$ cat src/rtl/rv32i_pkg.sv
// Shared RV32I definitions: immediate format codes
// and the program-loader state encoding.
package rv32i_pkg;

   localparam logic [1:0] IMM_I    = 2'b00;
   localparam logic [1:0] IMM_S    = 2'b01;
   localparam logic [1:0] IMM_B    = 2'b10;
   localparam logic [1:0] IMM_NONE = 2'b11;

   typedef enum logic [1:0] {
      ST_IDLE = 2'b00,
      ST_LOAD = 2'b01,
      ST_DONE = 2'b10
   } ld_state_t;

endpackage

$ cat src/rtl/imm_scatter.sv
// Scatters a sign-extended immediate into the I/S/B
// fields of a base instruction and flags range errors.
module imm_scatter
   import rv32i_pkg::*;
(
   input  logic [1:0]  ImmSrc,
   input  logic [31:0] Imm,
   input  logic [31:0] Base,
   output logic [31:0] Word,
   output logic        Legal
);

   logic fit12;
   logic fit13;

   // Upper bits must be pure sign extension of the field.
   assign fit12 = (&Imm[31:11]) | ~(|Imm[31:11]);
   assign fit13 = (&Imm[31:12]) | ~(|Imm[31:12]);

   always_comb begin
      Word  = Base;
      Legal = 1'b1;
      unique case (ImmSrc)
         IMM_I: begin
            Word  = {Imm[11:0], Base[19:0]};
            Legal = fit12;
         end
         IMM_S: begin
            Word  = {Imm[11:5], Base[24:12],
                     Imm[4:0], Base[6:0]};
            Legal = fit12;
         end
         IMM_B: begin
            Word  = {Imm[12], Imm[10:5], Base[24:12],
                     Imm[4:1], Imm[11], Base[6:0]};
            Legal = fit13 & ~Imm[0];
         end
         IMM_NONE: begin
            Word  = Base;
            Legal = 1'b1;
         end
      endcase
   end

endmodule

$ cat src/rtl/imm_encode_loader.sv
// Program loader: encodes immediates into instruction
// words and writes them to consecutive memory words.
module imm_encode_loader
   import rv32i_pkg::*;
#(
   parameter int          DEPTH     = 64,
   parameter logic [31:0] BASE_ADDR = 32'h0,
   localparam int         CW        = $clog2(DEPTH + 1)
) (
   input  logic          clk,
   input  logic          rst_n,
   input  logic          Start,
   input  logic          In_Valid,
   output logic          In_Ready,
   input  logic [1:0]    ImmSrc,
   input  logic [31:0]   Imm,
   input  logic [31:0]   Base,
   output logic          WE,
   output logic [31:0]   A,
   output logic [31:0]   WD,
   output logic [CW-1:0] Count,
   output logic          Done,
   output logic          Err
);

   localparam logic [CW-1:0] LAST = CW'(DEPTH - 1);

   ld_state_t   state;
   ld_state_t   state_d;
   logic [31:0] word;
   logic        legal;
   logic        acc;
   logic        full_hit;
   logic [31:0] nxt;

   imm_scatter u_scatter (
      .ImmSrc (ImmSrc),
      .Imm    (Imm),
      .Base   (Base),
      .Word   (word),
      .Legal  (legal)
   );

   assign In_Ready = (state == ST_LOAD) & ~Start;
   assign acc      = In_Valid & In_Ready;
   assign full_hit = acc & legal & (Count == LAST);

   always_ff @(posedge clk or negedge rst_n) begin
      if (!rst_n) state <= ST_IDLE;
      else        state <= state_d;
   end

   always_comb begin
      state_d = state;
      unique case (state)
         ST_IDLE: if (Start) state_d = ST_LOAD;
         ST_LOAD: begin
            if (Start)         state_d = ST_LOAD;
            else if (full_hit) state_d = ST_DONE;
         end
         ST_DONE: if (Start) state_d = ST_LOAD;
         default: state_d = ST_IDLE;
      endcase
   end

   // nxt is the address of the next write; A holds the last one.
   always_ff @(posedge clk or negedge rst_n) begin
      if (!rst_n) begin
         WE    <= 1'b0;
         A     <= BASE_ADDR;
         WD    <= '0;
         Count <= '0;
         Done  <= 1'b0;
         Err   <= 1'b0;
         nxt   <= BASE_ADDR;
      end else begin
         WE <= acc & legal;
         if (Start) begin
            Count <= '0;
            Done  <= 1'b0;
            Err   <= 1'b0;
            nxt   <= BASE_ADDR;
            A     <= BASE_ADDR;
         end else if (acc) begin
            if (legal) begin
               A     <= nxt;
               WD    <= word;
               nxt   <= nxt + 32'd4;
               Count <= Count + 1'b1;
               if (Count == LAST) Done <= 1'b1;
            end else begin
               Err <= 1'b1;
            end
         end
      end
   end

endmodule
$ cat config.mk
export PLATFORM = sky130hd
export DESIGN_NAME = imm_encode_loader
export DESIGN_NICKNAME = d
export VERILOG_FILES = /design/src/rtl/rv32i_pkg.sv /design/src/rtl/imm_scatter.sv /design/src/rtl/imm_encode_loader.sv
export SDC_FILE = /design/constraint.sdc
export NUM_CORES = 1
export LEC_CHECK = 0
export CAP_MARGIN = 0
export CORE_MARGIN = 8
export CORE_UTILIZATION = 48
export CTS_BUF_LIST = sky130_fd_sc_hd__clkbuf_8 sky130_fd_sc_hd__clkbuf_16
export CTS_CLUSTER_DIAMETER = 40
export CTS_CLUSTER_SIZE = 12
export DETAILED_ROUTE_END_ITERATION = 8
export PLACE_DENSITY = 0.85
export RECOVER_POWER = 50
export SLEW_MARGIN = 5
export SYNTH_ARGS = -nofsm -noshare
export SYNTH_HDL_FRONTEND = slang
export SYNTH_SLANG_ARGS = --single-unit
$ cat constraint.sdc
create_clock -name clk -period 2.9 [get_ports clk]
set_clock_uncertainty 0.05 [all_clocks]
set_input_delay 0.435 -clock clk [delete_from_list [all_inputs] [get_ports clk]]
set_output_delay 0.435 -clock clk [all_outputs]
set_load 0.02 [all_outputs]
==> metrics.yaml <==
synthSimpleGateAreaFrac_pct: 20.1
tns_ps: 0
synth_compound_area_share_pct: 16.1
status: "complete, no violations"
clk_pin_slew_ps: 110
cts_resized: 0
critPathMaxStageDelay_ps: 570
mostFrequentLayoutCells: "clkdlybuf4s50_1, dfrtp_1, nand2_1"
leakage_nw: 2.81
clockBufferDepth: 2
synthMuxAreaShare_pct: 7.13
synth.cell_area_sq_um: 5090
finalHoldViolations: 0
die_x_um: 119
cp_cell_sequence: "clkdlybuf4s50_1 -> or4_4 -> nor3_2 -> a21oi_1 -> a22o_4 -> or4_1 -> a21oi_1"
grt_use_met1_pct: 24.1
dr.pass1.iters: 5
clock_latency_ps: 370
pin_count: 145
drt-total-wl_um: 14600
fin_crit_sh_pct: 91.1
vias_per_cell: 5.97
cts_tree: "yes"
grt.busiest_layer: "met2"
area_growth_pct: 35.6
synth_area_per_cell_sq_um: 9.81
cts-hold-fix-buffers: 0
synth-seq-cells: 105
cts.htree.levels: 3
cts.sinks: 105
worstHoldPathType: "in2async"
timing.final.max_slew_violations: 0
grt_pass1_wl_um: 24300
crit_top_cell: "a21oi_1"
drv_cap: 0
final_common_cell: "clkdlybuf4s50_1"
vdd_drop_max_mv: 0.294
worst_slew_margin_rel_pct: 1.68
synth_cell_types: 46
setup_viol: 0
crit_arrival_ps: 2880
core_area_sq_um: 10300
port_buffers: 144
dieArea_sq_um: 14200
drt_iter0_drc: 286
synth_top_family_by_area: "simple AND/OR/NAND/NOR gates"
drive_gt1_share_pct: 10.8
via_count: 4749
period_needed_ps: 2640
tightest_slew_ps: 1470
grt_max_degree: 60
drtAntennaViolNets: 0
track_usage_pct: 20.6
ys_seq_area_share_pct: 51.6
dp_hpwl_um: 10700
remaining_drc_errors: 0
globalRouteMet2Util_pct: 33.3
fin_cells: 796
n_antenna_cell: 0
start_util_pct: 49.3
grtUsageMet3_pct: 8.55
syn_inst: 519
row_count: 37
place_inst: 780
power_mw: 3.22
root_buffer: "clkbuf_8"
die_h_um: 119
startpoint_type: "primary input"
wire_per_inst_um: 18.3
yosysWarnings: 0
cts_buffers: 9
slowest_stage: "or4_1"
p_per_area_nw_per_um2: 467
critPathKind: "in2reg"
critPathMaxFanout: 55
setup.worst_path.end_class: "flip-flop"
rsz0062_at_grt: "no"
gp_congestion: 0.874
num-nets-final: 727
cts_setup_buffers: 0
cp_data_required_time_ps: 3140
synth-xor-area-share_pct: 0.344
fill_cells: 829
syn-num-nets: 591
antenna_found_initial: 0
fmax_mhz: 378
grt_pass1_vias: 4894
post_synth_fa_ha_maj_area_fraction_pct: 0.491
grt-ovfl-total: 0
[cells in the mapped netlist (all sizes together)]
cell / n / area share, %
a22o: 1 / 0.34
a31oi: 5 / 0.61
o21ai: 57 / 5.6
o311ai: 3 / 0.52
xnor2: 1 / 0.17
mux2i: 16 / 3.1
a22oi: 1 / 0.15
o31ai: 22 / 3.2
or4: 25 / 3.9
o41ai: 3 / 0.52
ha: 2 / 0.49
nor3b: 1 / 0.15
and2: 4 / 0.49
xor2: 1 / 0.17
nand2: 55 / 4.1
a21oi: 38 / 3.7
and3: 10 / 1.2
nand4: 14 / 1.7
nor3: 6 / 0.69
o211a: 1 / 0.20
or2: 1 / 0.12
nor4: 5 / 0.61
a31o: 4 / 0.69
a211oi: 1 / 0.15
clkbuf: 29 / 2.2
buf: 14 / 1.7
nor2: 11 / 0.81
or3: 5 / 0.61
nand4b: 2 / 0.34
dfrtp: 105 / 52
o21a: 1 / 0.15
a41oi: 1 / 0.17
nor2b: 2 / 0.25
mux2: 18 / 4.0
and4: 4 / 0.69
nand3: 45 / 4.4
inv: 5 / 0.37
[through the flow]
step | util (%) | cell area, sq um | hold WS (ps) | setup slack, ps
3_5_place_dp | 65.1 | 6730 | 426 | -125
6_report | 66.9 | 6900 | 350 | 257
4_1_cts | 67.0 | 6920 | 88.2 | 281
3_3_place_gp | 65.1 | 6730 | 415 | -72.9
2_1_floorplan | - | 5090 | 89.4 | 489
5_1_grt | 66.9 | 6900 | 467 | 132
[path summary, 6_finish.rpt]
path,from,endpoint,slack [ps],cells past startpoint
max,Imm[12],nxt[11]$_DFFE_PN0P_,260,7
min,rst_n,state[0]$_DFFE_PN0P_,350,1
max reg2reg,nxt[6]$_DFFE_PN0P_,nxt[30]$_DFFE_PN0P_,480,6
min reg2reg,nxt[31]$_DFFE_PN0P_,nxt[31]$_DFFE_PN0P_,440,1
max in group asynchronous,rst_n,nxt[15]$_DFFE_PN0P_,610,2
min in group clk,nxt[31]$_DFFE_PN0P_,nxt[31]$_DFFE_PN0P_,440,1
[metal layers]
metal / wire [um] / vias to the layer above
met2: 6900 / 217
met5: 0 / -
met1: 5860 / 2283
met4: 284 / 0
met3: 1540 / 32
li1: - / 2217
[power by group]
group	internal, mW	switching [mW]	leakage, nW
sequential	1.57	0.0549	1.40
clock	0.372	0.527	0.0981
combinational	0.335	0.368	1.32
[state kept, by name, summed over array words and instances, names as in the netlist]
name / flops
state: 2
A: 31
Err: 1
Count: 7
WD: 32
Done: 1
WE: 1
nxt: 30
[cells by family (layout without fill, tap and decap cells)]
group	after synthesis	after routing
flip-flops	105	105
AO/OA/AOI/OAI	138	138
AND/OR/NAND/NOR	190	190
XOR/XNOR	2	2
multiplexers	34	34
buffers and inverters	48	189
adder cells (fa/ha/maj)	2	2
[layout make-up]
class	count	area, sq um	share of cell area [%]
flip-flops and latches	105	2630	38.1
multi-input cells	366	2250	32.6
inverters	5	18.8	0.272
clock buffers	11	151	2.19
repair buffers	168	1640	23.7
well taps	136	170	2.46
clock inverters	5	45.0	0.652
[critical path, delay by kind of cell]
family          cells  cell delay (ps)
compound gates      3              690
buf+inv             1              440
simple gates        3             1300
Note: power is estimated with default switching activity, not from simulation.
